**config.mk**
```make
export PLATFORM = sky130hd
export DESIGN_NAME = pulse_cmd_issue_queue
export DESIGN_NICKNAME = d
export VERILOG_FILES = /design/src/rtl/pulse_cmd_issue_queue.sv
export SDC_FILE = /design/constraint.sdc
export NUM_CORES = 1
export LEC_CHECK = 0
export ABC_AREA = 0
export BUFFER_PORTS_ARGS = -buffer_cell sky130_fd_sc_hd__buf_2
export CORE_MARGIN = 8
export CORE_UTILIZATION = 50
export DETAILED_ROUTE_END_ITERATION = 6
export PLACE_DENSITY = 0.71
export SLEW_MARGIN = 40
export SYNTH_ARGS = -nofsm -noshare
export SYNTH_HDL_FRONTEND = slang
export SYNTH_SLANG_ARGS = --single-unit
```
**constraint.sdc**
```tcl
create_clock -name clk -period 2.7 [get_ports clk]
set_input_delay 0.135 -clock clk [delete_from_list [all_inputs] [get_ports clk]]
set_output_delay 0.135 -clock clk [all_outputs]
set_load 0.01 [all_outputs]
```
**src/rtl/pulse_cmd_issue_queue.sv**
```systemverilog
// Pulse command issue queue: buffers {env_id, length} commands in a small
// circular FIFO and hands each non-zero-length command to the pulse length
// counter as a one-cycle load whenever the counter is idle. Zero-length
// commands are dropped at the head without a load. Also tracks the envelope
// of the pulse in flight and strobes pulse_done when the counter finishes.
module pulse_cmd_issue_queue #(
  parameter int unsigned LENGTH_WIDTH = 7,
  parameter int unsigned ENV_ID_WIDTH = 4,
  parameter int unsigned FIFO_DEPTH   = 4,
  parameter int unsigned PTR_WIDTH    = 2
) (
  input  logic                    clk,
  input  logic                    rst,
  input  logic                    cmd_valid,
  output logic                    cmd_ready,
  input  logic [LENGTH_WIDTH-1:0] cmd_length,
  input  logic [ENV_ID_WIDTH-1:0] cmd_env_id,
  input  logic                    flush,
  input  logic                    counter_running,
  output logic                    set_counter,
  output logic [LENGTH_WIDTH-1:0] length_out,
  output logic [ENV_ID_WIDTH-1:0] active_env_id,
  output logic                    pulse_done,
  output logic [PTR_WIDTH:0]      fifo_count,
  output logic                    fifo_empty,
  output logic                    fifo_full
);

  localparam logic [PTR_WIDTH:0] FullCount = (PTR_WIDTH + 1)'(FIFO_DEPTH);

  // Entry storage, split by field.
  logic [LENGTH_WIDTH-1:0] len_mem [FIFO_DEPTH];
  logic [ENV_ID_WIDTH-1:0] env_mem [FIFO_DEPTH];

  logic [PTR_WIDTH-1:0]    wr_ptr_q, wr_ptr_d;
  logic [PTR_WIDTH-1:0]    rd_ptr_q, rd_ptr_d;
  logic [PTR_WIDTH:0]      count_q, count_d;
  logic [ENV_ID_WIDTH-1:0] active_env_q, active_env_d;
  logic                    running_q;

  logic                    push;
  logic                    pop;
  logic [LENGTH_WIDTH-1:0] head_len;
  logic [ENV_ID_WIDTH-1:0] head_env;

  // Handshake, head decode and issue strobes; all from registers plus
  // flush/counter_running, so there is no path from cmd_valid to set_counter.
  always_comb begin
    fifo_empty  = (count_q == '0);
    fifo_full   = (count_q == FullCount);
    cmd_ready   = !fifo_full && !flush;
    push        = cmd_valid && cmd_ready;
    pop         = !fifo_empty && !counter_running && !flush;
    head_len    = len_mem[rd_ptr_q];
    head_env    = env_mem[rd_ptr_q];
    set_counter = pop && (head_len != '0);
    length_out  = head_len;
    // running_q is the previous-cycle counter_running; a falling edge means
    // the counter just reached zero.
    pulse_done  = running_q && !counter_running;
    fifo_count  = count_q;
    active_env_id = active_env_q;
  end

  // Next-state for pointers, occupancy and the in-flight envelope.
  always_comb begin
    wr_ptr_d     = wr_ptr_q;
    rd_ptr_d     = rd_ptr_q;
    count_d      = count_q;
    active_env_d = active_env_q;
    if (flush) begin
      // Clears the queue only; the counter and active envelope are untouched.
      wr_ptr_d = '0;
      rd_ptr_d = '0;
      count_d  = '0;
    end else begin
      if (push) begin
        wr_ptr_d = wr_ptr_q + 1'b1;
      end
      if (pop) begin
        rd_ptr_d = rd_ptr_q + 1'b1;
      end
      case ({push, pop})
        2'b10:   count_d = count_q + 1'b1;
        2'b01:   count_d = count_q - 1'b1;
        default: count_d = count_q;
      endcase
      if (set_counter) begin
        active_env_d = head_env;
      end
    end
  end

  // Control state registers.
  always_ff @(posedge clk or negedge rst) begin
    if (!rst) begin
      wr_ptr_q     <= '0;
      rd_ptr_q     <= '0;
      count_q      <= '0;
      active_env_q <= '0;
      running_q    <= 1'b0;
    end else begin
      wr_ptr_q     <= wr_ptr_d;
      rd_ptr_q     <= rd_ptr_d;
      count_q      <= count_d;
      active_env_q <= active_env_d;
      running_q    <= counter_running;
    end
  end

  // Entry storage write; cleared on reset so length_out is never X.
  always_ff @(posedge clk or negedge rst) begin
    if (!rst) begin
      for (int i = 0; i < int'(FIFO_DEPTH); i++) begin
        len_mem[i] <= '0;
        env_mem[i] <= '0;
      end
    end else if (push) begin
      len_mem[wr_ptr_q] <= cmd_length;
      env_mem[wr_ptr_q] <= cmd_env_id;
    end
  end

endmodule
```
==> After elaboration in Yosys (flattened, before gate mapping) <==
Index checks and enable logic that the tools add are counted.
{ "word_totals": {"reg_bits": 56, "in_bits": 16, "output_inout_bits": 19, "wordCells": 61} }
{ "classes": {"add_sub_neg": 4, "order_cmp": 3, "n_eq_ne": 3, "n_mux": 18, "bitwise": 3, "reduce_logical": 17} }
{ "ops": {"columns": ["operator", "n"], "rows": [
  ["bitwise mux 28 bit", 1],
  ["2-to-1 mux 7 bit", 3],
  ["bitwise mux 16 bit", 1],
  ["binary-select mux 7 bit (select 2 bit)", 1],
  ["demux 7 bit (select 2 bit)", 1],
  ["2-to-1 mux 4 bit", 3],
  ["binary-select mux 4 bit (select 2 bit)", 1],
  ["demux 4 bit (select 2 bit)", 1],
  ["2-to-1 mux 2 bit", 4],
  ["logical AND 1 bit", 7],
  ["nonzero test 7 bit", 1],
  [">= comparator 3 bit (second input constant)", 2],
  ["inverter 2 -> 3 bit", 2],
  ["case mux 3 bit (2 select lines)", 1],
  ["adder 2 x 1 -> 2 bit (second input constant)", 2],
  ["zero test 1 bit", 4],
  ["nonzero test 2 bit", 2],
  ["adder 3 x 1 -> 3 bit (second input constant)", 1],
  ["== test 3 bit (second input constant)", 1],
  ["zero test 3 bit", 1],
  ["< comparator 3 x 1 -> 1 bit (second input constant)", 1],
  ["2-to-1 mux 3 bit", 1],
  ["nonzero test 3 bit", 1],
  ["subtractor 3 x 1 -> 3 bit (second input constant)", 1],
  ["4 further kinds", 4]
]} }

==> Longest topological paths before layout <==
Gate-level depths: netlist (run 1).
{ "logic_depth": {"word_depth": 7, "depth_mapped": 7, "depth_no_buf": 7} }

==> Worst setup path before layout (run 1) <==
OpenSTA, ideal clock, no wires.
{ "synth_path": {"path_kind": "register to register", "startpoint": "reg count_q[1], in the netlist fifo_count[1]", "endpoint": "reg count_q[2], in the netlist fifo_count[2]", "setup_time_ps": 128, "arrival_time_ps": 2026, "required_ps": 2572, "setup_slack_ps": 547, "stages_incl_launch_ff": 8, "path_buffers": 0, "synth_period_minus_slack_ps": 2153, "path_cell_list": "dfrtp_1 -> or3_4 -> inv_2 -> or3_1 -> nor2_1 -> fa_1 -> mux2i_1 -> mux2_1"} }
{ "synth_between": {"elab_chain_cells": 7, "elab_cells_between_ends": 15, "classes_between": "2 x add/sub; 3 x eq/ne; 2 x mux; 8 x reduce/logical"} }
{ "synth_lines": {"columns": ["element", "line", "rtl"], "rows": [
  ["from (decl)", "37", "logic [PTR_WIDTH:0] count_q, count_d;"],
  ["from (signal assigned)", "105", "count_q <= count_d;"],
  ["zero test 3 bit (*)", "49", "fifo_empty = (count_q == '0);"],
  ["via fifo_empty", "25", "output logic fifo_empty,"],
  ["zero test 1 bit (*)", "53", "pop = !fifo_empty && !counter_running && !flush;"],
  ["logical AND 1 bit (*) (2 in a row)", "53", null],
  ["== test 2 x 1 -> 1 bit / == test 2 bit (equally long branches)", "83", "case ({push, pop})"],
  ["case mux 3 bit (2 select lines)", "83", null],
  ["2-to-1 mux 3 bit", "71", "if (flush) begin"]
]} }
The timed path passes the listed nets; every way through them passes the cells marked *.
A chain may end at the register's enable or synchronous reset.

==> Worst setup path after layout (run 1) <==
{ "layout_path": {"startpoint": "reg rd_ptr_q[0]", "endpoint": "out set_counter"} }
{ "layout_between": {"elab_chain_cells": 6} }
{ "layout_lines": {"columns": ["element", "line", "rtl"], "rows": [
  ["from (decl)", "36", "logic [PTR_WIDTH-1:0] rd_ptr_q, rd_ptr_d;"],
  ["from (signal assigned)", "104", "rd_ptr_q <= rd_ptr_d;"],
  ["inverter 2 -> 3 bit (not written as such)", "54", "head_len = len_mem[rd_ptr_q];"],
  ["binary-select mux 7 bit (select 2 bit)", "54", null],
  ["2-to-1 mux 7 bit (not written as such) (2 in a row)", "54", null],
  ["nonzero test 7 bit", "56", "set_counter = pop && (head_len != '0);"],
  ["logical AND 1 bit", "56", null],
  ["to (decl)", "20", "output logic set_counter,"]
]} }
No other way between the ends. The select of a mux whose other input is x is not followed.

==> reports/metrics.cfg, run 1 <==
[floorplan]
start_util = 0.517
io_pins = 35
die_y_microns = 88.4
design.core.area_sq_um = 5070
die_area_sq_um = 7820
rows = 26
die_width_microns = 88.4

[synth]
synth_top_area_cell = dfrtp_1
syn_area_sq_um = 2620
synth_area_per_cell_sq_um = 15.4
yosys-top-cells-count = 56 x dfrtp_1, 49 x mux2_1, 7 x mux4_2
syn_inst = 170
ys_types = 35
synth_seq_cells = 56
ys_warn_count = 0
synth_fp_nets = 191
seq_area_frac_synth = 0.535
ys_async_sr_fraction = 1.00
netlist_top_cells_area = dfrtp_1 53%, mux2_1 21%, mux4_2 6.0%, mux4_1 4.0%, ha_1 1.9%
synth_top_area_share = 0.535
synth_ff_type = dfrtp_1
synth.most_common_cell = dfrtp_1
synth_edf_count = 0

[timing]
slew_violations = 0
tns_ns = 0
worst_pin_slew_ns = 0.609
min_period_ns = 2.43
grt_setup_unrepaired = no
setup_viol = 0
fmax_mhz = 411
max-slew-margin-rel = 0.593
finalHoldViolations = 0
period_share = 0.901
clock_skew_ns = 0.00537

[cts]
cts_tree = built
cts_sinks = 56
clk_pin_slew_worst_paths_ns = 0.09
postCtsSetupRepairBufs = 0
postCtsHoldBufs = 2
clkLatencyLatePin_ns = 0.30
cts_buffers = 5
ctsLongestPathBuffers = 2
cts_resized = 0
cts.htree.levels = 2
cts_root_buf = clkbuf_8

[detailed_routing]
wl_microns = 5210
drt_first_pass_iters = 4
drt_iter0_markers = 62
drc = 0
via_count = 1520
via_per_inst = 5.45
ant_nets = 0
avgRoutedWirePerCell_microns = 18.7

[layout]
diodes = 0
synthToLayoutAreaGrowth_pct = 12.6
drive_gt1_frac = 0.282
nNetsFinal = 229
multi_input_area_sq_um = 1140
seq_area_sq_um = 1400
nFillCells = 422
stdcell_area_sq_um = 2950

[power]
comb_power_share = 0.339
power_frac_seq = 0.500
sw_frac_of_total = 0.318
powerDensity_nw_per_um2 = 958
power_frac_clock = 0.161
p_leak_nw = 1.35
internal_power_mw = 1.93
net-switching-power_uw = 899
power_mw = 2.83
peakVddDrop_uv = 467

[job]
max_cap_viol_count = 0

[place]
gp_congestion = 0.701
io_buffer_count = 34
place_hpwl_microns = 3830
placed_area_sq_um = 2840

[critical_path]
path_max_fanout = 11
worstSetupPathType = reg2out
worstPathArrival_ns = 2.30
worstSetupEndpointType = output port
required_ns = 2.57
critPathLaunchType = register

[global_routing]
antenna_found_initial = 0
overflow = 0
grtUsageTotal = 0.152
grt_max_degree = 31
met2_usage = 0.260
gr-max-usage-layer = met2
met1_usage = 0.182
met3_usage = 0.0399
grt_pass1_wl_microns = 8980
grt_pass1_vias = 1791

[hold_path]
hold_path_class = in2reg

[run_status]
run_status = finished clean

-- metrics by stage --
stage	setup slack (ns)	utilization	hold WS (ns)	cells
5_1_grt	0.122	0.582	0.0735	279
2_1_floorplan	0.547	-	-0.161	170
3_5_place_dp	0.406	0.560	0.179	269
4_1_cts	0.212	0.582	0.0673	279
3_3_place_gp	0.450	0.560	0.159	269
6_report	0.268	0.582	0.0748	279
-- placed cells by master (no fill, tap or decap), drive strengths merged --
| master | count |
|---|---|
| dlygate4sd3 | 2 |
| or3b | 1 |
| buf | 37 |
| nand2 | 5 |
| nand3 | 1 |
| inv | 5 |
| o31ai | 1 |
| fa | 1 |
| dfrtp | 56 |
| nor4 | 1 |
| mux2i | 1 |
| o311a | 1 |
| xnor2 | 1 |
| nor2b | 2 |
| mux2 | 49 |
| or3 | 3 |
| xor2 | 1 |
| o21ai | 3 |
| a2111oi | 1 |
| mux4 | 11 |
| ha | 4 |
| nor3 | 3 |
| nor3b | 2 |
| nor2 | 6 |
| a21oi | 3 |
| clkbuf | 8 |
-- power groups by stage --
| stage | Clock [mW] | Sequential (mW) | Combinational, mW |
|---|---|---|---|
| 6_report | 0.454 | 1.41 | 0.960 |
| 5_1_grt | 0.507 | 1.47 | 1.07 |
| 4_1_cts | 0.470 | 1.42 | 0.984 |
| 3_5_place_dp | 0 | 1.44 | 0.975 |
| 3_3_place_gp | 0 | 1.41 | 0.928 |
| 2_1_floorplan | 0 | 1.35 | 0.706 |
-- flip-flops by register name, summed over array words and instances, names as in the netlist --
name and cells:
active_env_id 4, env_mem 16, fifo_count 3, len_mem 28, rd_ptr_q 2, running_q 1, wr_ptr_q 2
-- final timing paths --
kind | from | to | slack [ns] | cells after the start
worst max register to register | fifo_count[1]$_DFFE_PN0P_ | fifo_count[2]$_DFFE_PN0P_ | 0.40 | 7
max in group asynchronous | rst | len_mem[1]$_DFFE_PN0P_ | 1.50 | 3
worst max-delay path | rd_ptr_q[0]$_DFFE_PN0P_ | set_counter | 0.27 | 5
min in group asynchronous | rst | env_mem[5]$_DFFE_PN0P_ | 0.37 | 2
worst min register to register | len_mem[23]$_DFFE_PN0P_ | len_mem[23]$_DFFE_PN0P_ | 0.49 | 1
worst min-delay path | cmd_length[6] | len_mem[6]$_DFFE_PN0P_ | 0.07 | 2
-- cell families after synthesis --
| kind of cell | count (synthesis) | share of synthesized area |
|---|---|---|
| flops | 56 | 0.535 |
| xor+xnor | 2 | 0.00668 |
| buf+inv | 13 | 0.0301 |
| simple gates | 24 | 0.0573 |
| compound gates | 9 | 0.0301 |
| fa+ha+maj | 5 | 0.0267 |
| mux | 61 | 0.315 |
-- metal layers --
metal	vias up	routed length (microns)	part of all wire
met4	0	51	0.0098
met2	31	2670	0.51
met5	-	0	0
met3	5	220	0.042
met1	786	2270	0.44
li1	698	-	-
-- layout make-up --
class	count	area share
inverters	5	0.00636
clock buffers	8	0.0305
flip-flops and latches	56	0.475
well taps	70	0.0297
multi-input cells	101	0.387
repair buffers	39	0.0721
-- critical path: stages, from the launching register on --
cell     delay, ns
dfrtp_1       0.69
buf_4         0.25
mux4_2        0.53
nor3_2        0.21
a21oi_2       0.13
buf_2         0.18
No activity file was read; power rests on OpenSTA's default activity.
==> run 2: changes to the inputs <==
- BUFFER_PORTS_ARGS: -buffer_cell sky130_fd_sc_hd__buf_2 -> -buffer_cell sky130_fd_sc_hd__buf_4
==> reports/metrics.cfg, run 2 (synthesis results as in run 1) <==
[critical_path]
reg2reg_slack_ns = 0.40  ; about the same
worstPathArrival_ns = 2.33  ; +0.03 ns
path_max_fanout = 11  ; unchanged
critPathLaunchType = register
critPathBufInv = 2  ; unchanged
worstSetupEndpointType = output port
path_delay_family = flip-flops
required_ns = 2.57  ; about the same
slowest_stage = dfrtp_1
crit_top_cell = buf_4
worstPathCellList = buf_4 > mux4_2 > nor4_2 > a21oi_2 > buf_4
critPathMaxStageDelay_ns = 0.69  ; about the same
worstSetupPathType = reg2out

[place]
placed_area_sq_um = 2920  ; +2.7%
io_buffer_count = 34  ; unchanged
gp_congestion = 0.741  ; +5.7%
place_hpwl_microns = 3730  ; -2.6%

[timing]
finalHoldViolations = 0  ; unchanged
period_share = 0.915  ; +0.0138
fmax_mhz = 405  ; -1.5%
worst_pin_slew_ns = 0.687  ; +0.0781 ns
slew_violations = 0  ; unchanged
grt_setup_unrepaired = no
clock_skew_ns = 0.00877  ; +0.00340 ns
min_period_ns = 2.47  ; +0.0373 ns
setup_viol = 0  ; unchanged
tns_ns = 0  ; unchanged
max-slew-margin-rel = 0.542  ; -0.0511

[power]
powerDensity_nw_per_um2 = 984  ; +2.6%
peakVddDrop_uv = 407  ; -13%
p_leak_nw = 1.38  ; +2.2%

[layout]
largest_register = len_mem
nFillCells = 414  ; -1.9%
mostFrequentLayoutCell = dfrtp_1
multi_input_area_sq_um = 1140  ; unchanged
nNetsFinal = 228  ; -0.44%
stdcell_area_sq_um = 3050  ; +3.2%
drive_gt1_frac = 0.284  ; +0.00136
mostFrequentLayoutCells = 56 x dfrtp_1, 49 x mux2_1, 36 x buf_4
synthToLayoutAreaGrowth_pct = 16.2
diodes = 0  ; unchanged
largest_register_ffs = 28  ; unchanged
seq_area_sq_um = 1400  ; unchanged

[global_routing]
grtUsageTotal = 0.149  ; -0.00259
overflow = 0  ; unchanged
grt_pass1_vias = 1793  ; +0.11%
grt_pass1_wl_microns = 8910  ; -0.77%
grt_max_degree = 57  ; +84%
antenna_found_initial = 0  ; unchanged

[cts]
clk_pin_slew_worst_paths_ns = 0.10  ; about the same
cts_tree = built
cts_buffers = 5  ; unchanged
cts.htree.levels = 2  ; unchanged
clkLatencyLatePin_ns = 0.30  ; about the same
cts_resized = 0  ; unchanged
postCtsSetupRepairBufs = 0  ; unchanged
cts_sinks = 56  ; unchanged
postCtsHoldBufs = 2  ; unchanged
cts_root_buf = clkbuf_8
ctsLongestPathBuffers = 2  ; unchanged

[floorplan]
die_y_microns = 88.4  ; unchanged
die_width_microns = 88.4  ; unchanged
rows = 26  ; unchanged
design.core.area_sq_um = 5070  ; unchanged
die_area_sq_um = 7820  ; unchanged
io_pins = 35  ; unchanged
start_util = 0.517  ; unchanged

[job]
max_cap_viol_count = 0  ; unchanged

[detailed_routing]
drc = 0  ; unchanged
via_count = 1533  ; +0.86%
via_per_inst = 5.51  ; +1.2%
drt_iter0_markers = 69  ; +11%
avgRoutedWirePerCell_microns = 18.9  ; +1.2%
drt_first_pass_iters = 4  ; unchanged
ant_nets = 0  ; unchanged
wl_microns = 5260  ; +0.86%

[hold_path]
hold_path_class = in2reg

[run_status]
run_status = finished clean

## run 2: cell count changes in the layout (fill, tap and decap cells not counted)
cell | before | now
bufinv_16 | 0 | 1
clkbuf_8 | 6 | 5
clkinv_2 | 0 | 1
buf_4 | 3 | 36
buf_2 | 34 | 0
clkbuf_1 | 2 | 1
## run 2: power breakdown
group / total, mW / internal (mW) / leakage [nW] / switching (mW)
Clock: 0.540 / 0.276 / 0.0552 / 0.264
Combinational: 1.04 / 0.602 / 0.623 / 0.440
Sequential: 1.41 / 1.19 / 0.701 / 0.222
Total: 3.00 / 2.07 / 1.38 / 0.926
## run 2: final timing paths
path	cells past startpoint	startpoint	end
worst min register to register	1	env_mem[6]$_DFFE_PN0P_	env_mem[6]$_DFFE_PN0P_
worst max register to register	7	fifo_count[1]$_DFFE_PN0P_	fifo_count[2]$_DFFE_PN0P_
min in group asynchronous	2	rst	env_mem[5]$_DFFE_PN0P_
max in group asynchronous	2	rst	len_mem[10]$_DFFE_PN0P_
worst min-delay path	2	cmd_env_id[1]	env_mem[13]$_DFFE_PN0P_
worst max-delay path	5	rd_ptr_q[0]$_DFFE_PN0P_	set_counter
## run 2: cell type report
type / count / area share
Clock buffer: 6 / 0.0238
Multi-Input combinational cell: 101 / 0.375
Timing Repair Buffer: 38 / 0.0953
Sequential cell: 56 / 0.460
Clock inverter: 2 / 0.0115
Inverter: 5 / 0.00616
Tap cell: 70 / 0.0287
## run 2: metrics by stage
step                std cells  setup slack (ns)  hold WS [ns]  total power, mW   util
floorplan                 170             0.547        -0.161             2.06      -
global placement          268             0.431         0.214             2.41  0.575
detailed placement        268             0.388         0.226             2.49  0.575
CTS                       278             0.191        0.0541             3.03  0.600
global route              278            0.0233        0.0477             3.19  0.600
finish                    278             0.230        0.0601             3.00  0.600
## run 2: metal layers
metal,share of wire,global-route usage
met1,0.43,0.177
met3,0.039,0.0362
met2,0.52,0.259
met4,0.010,0.0461
met5,0,0
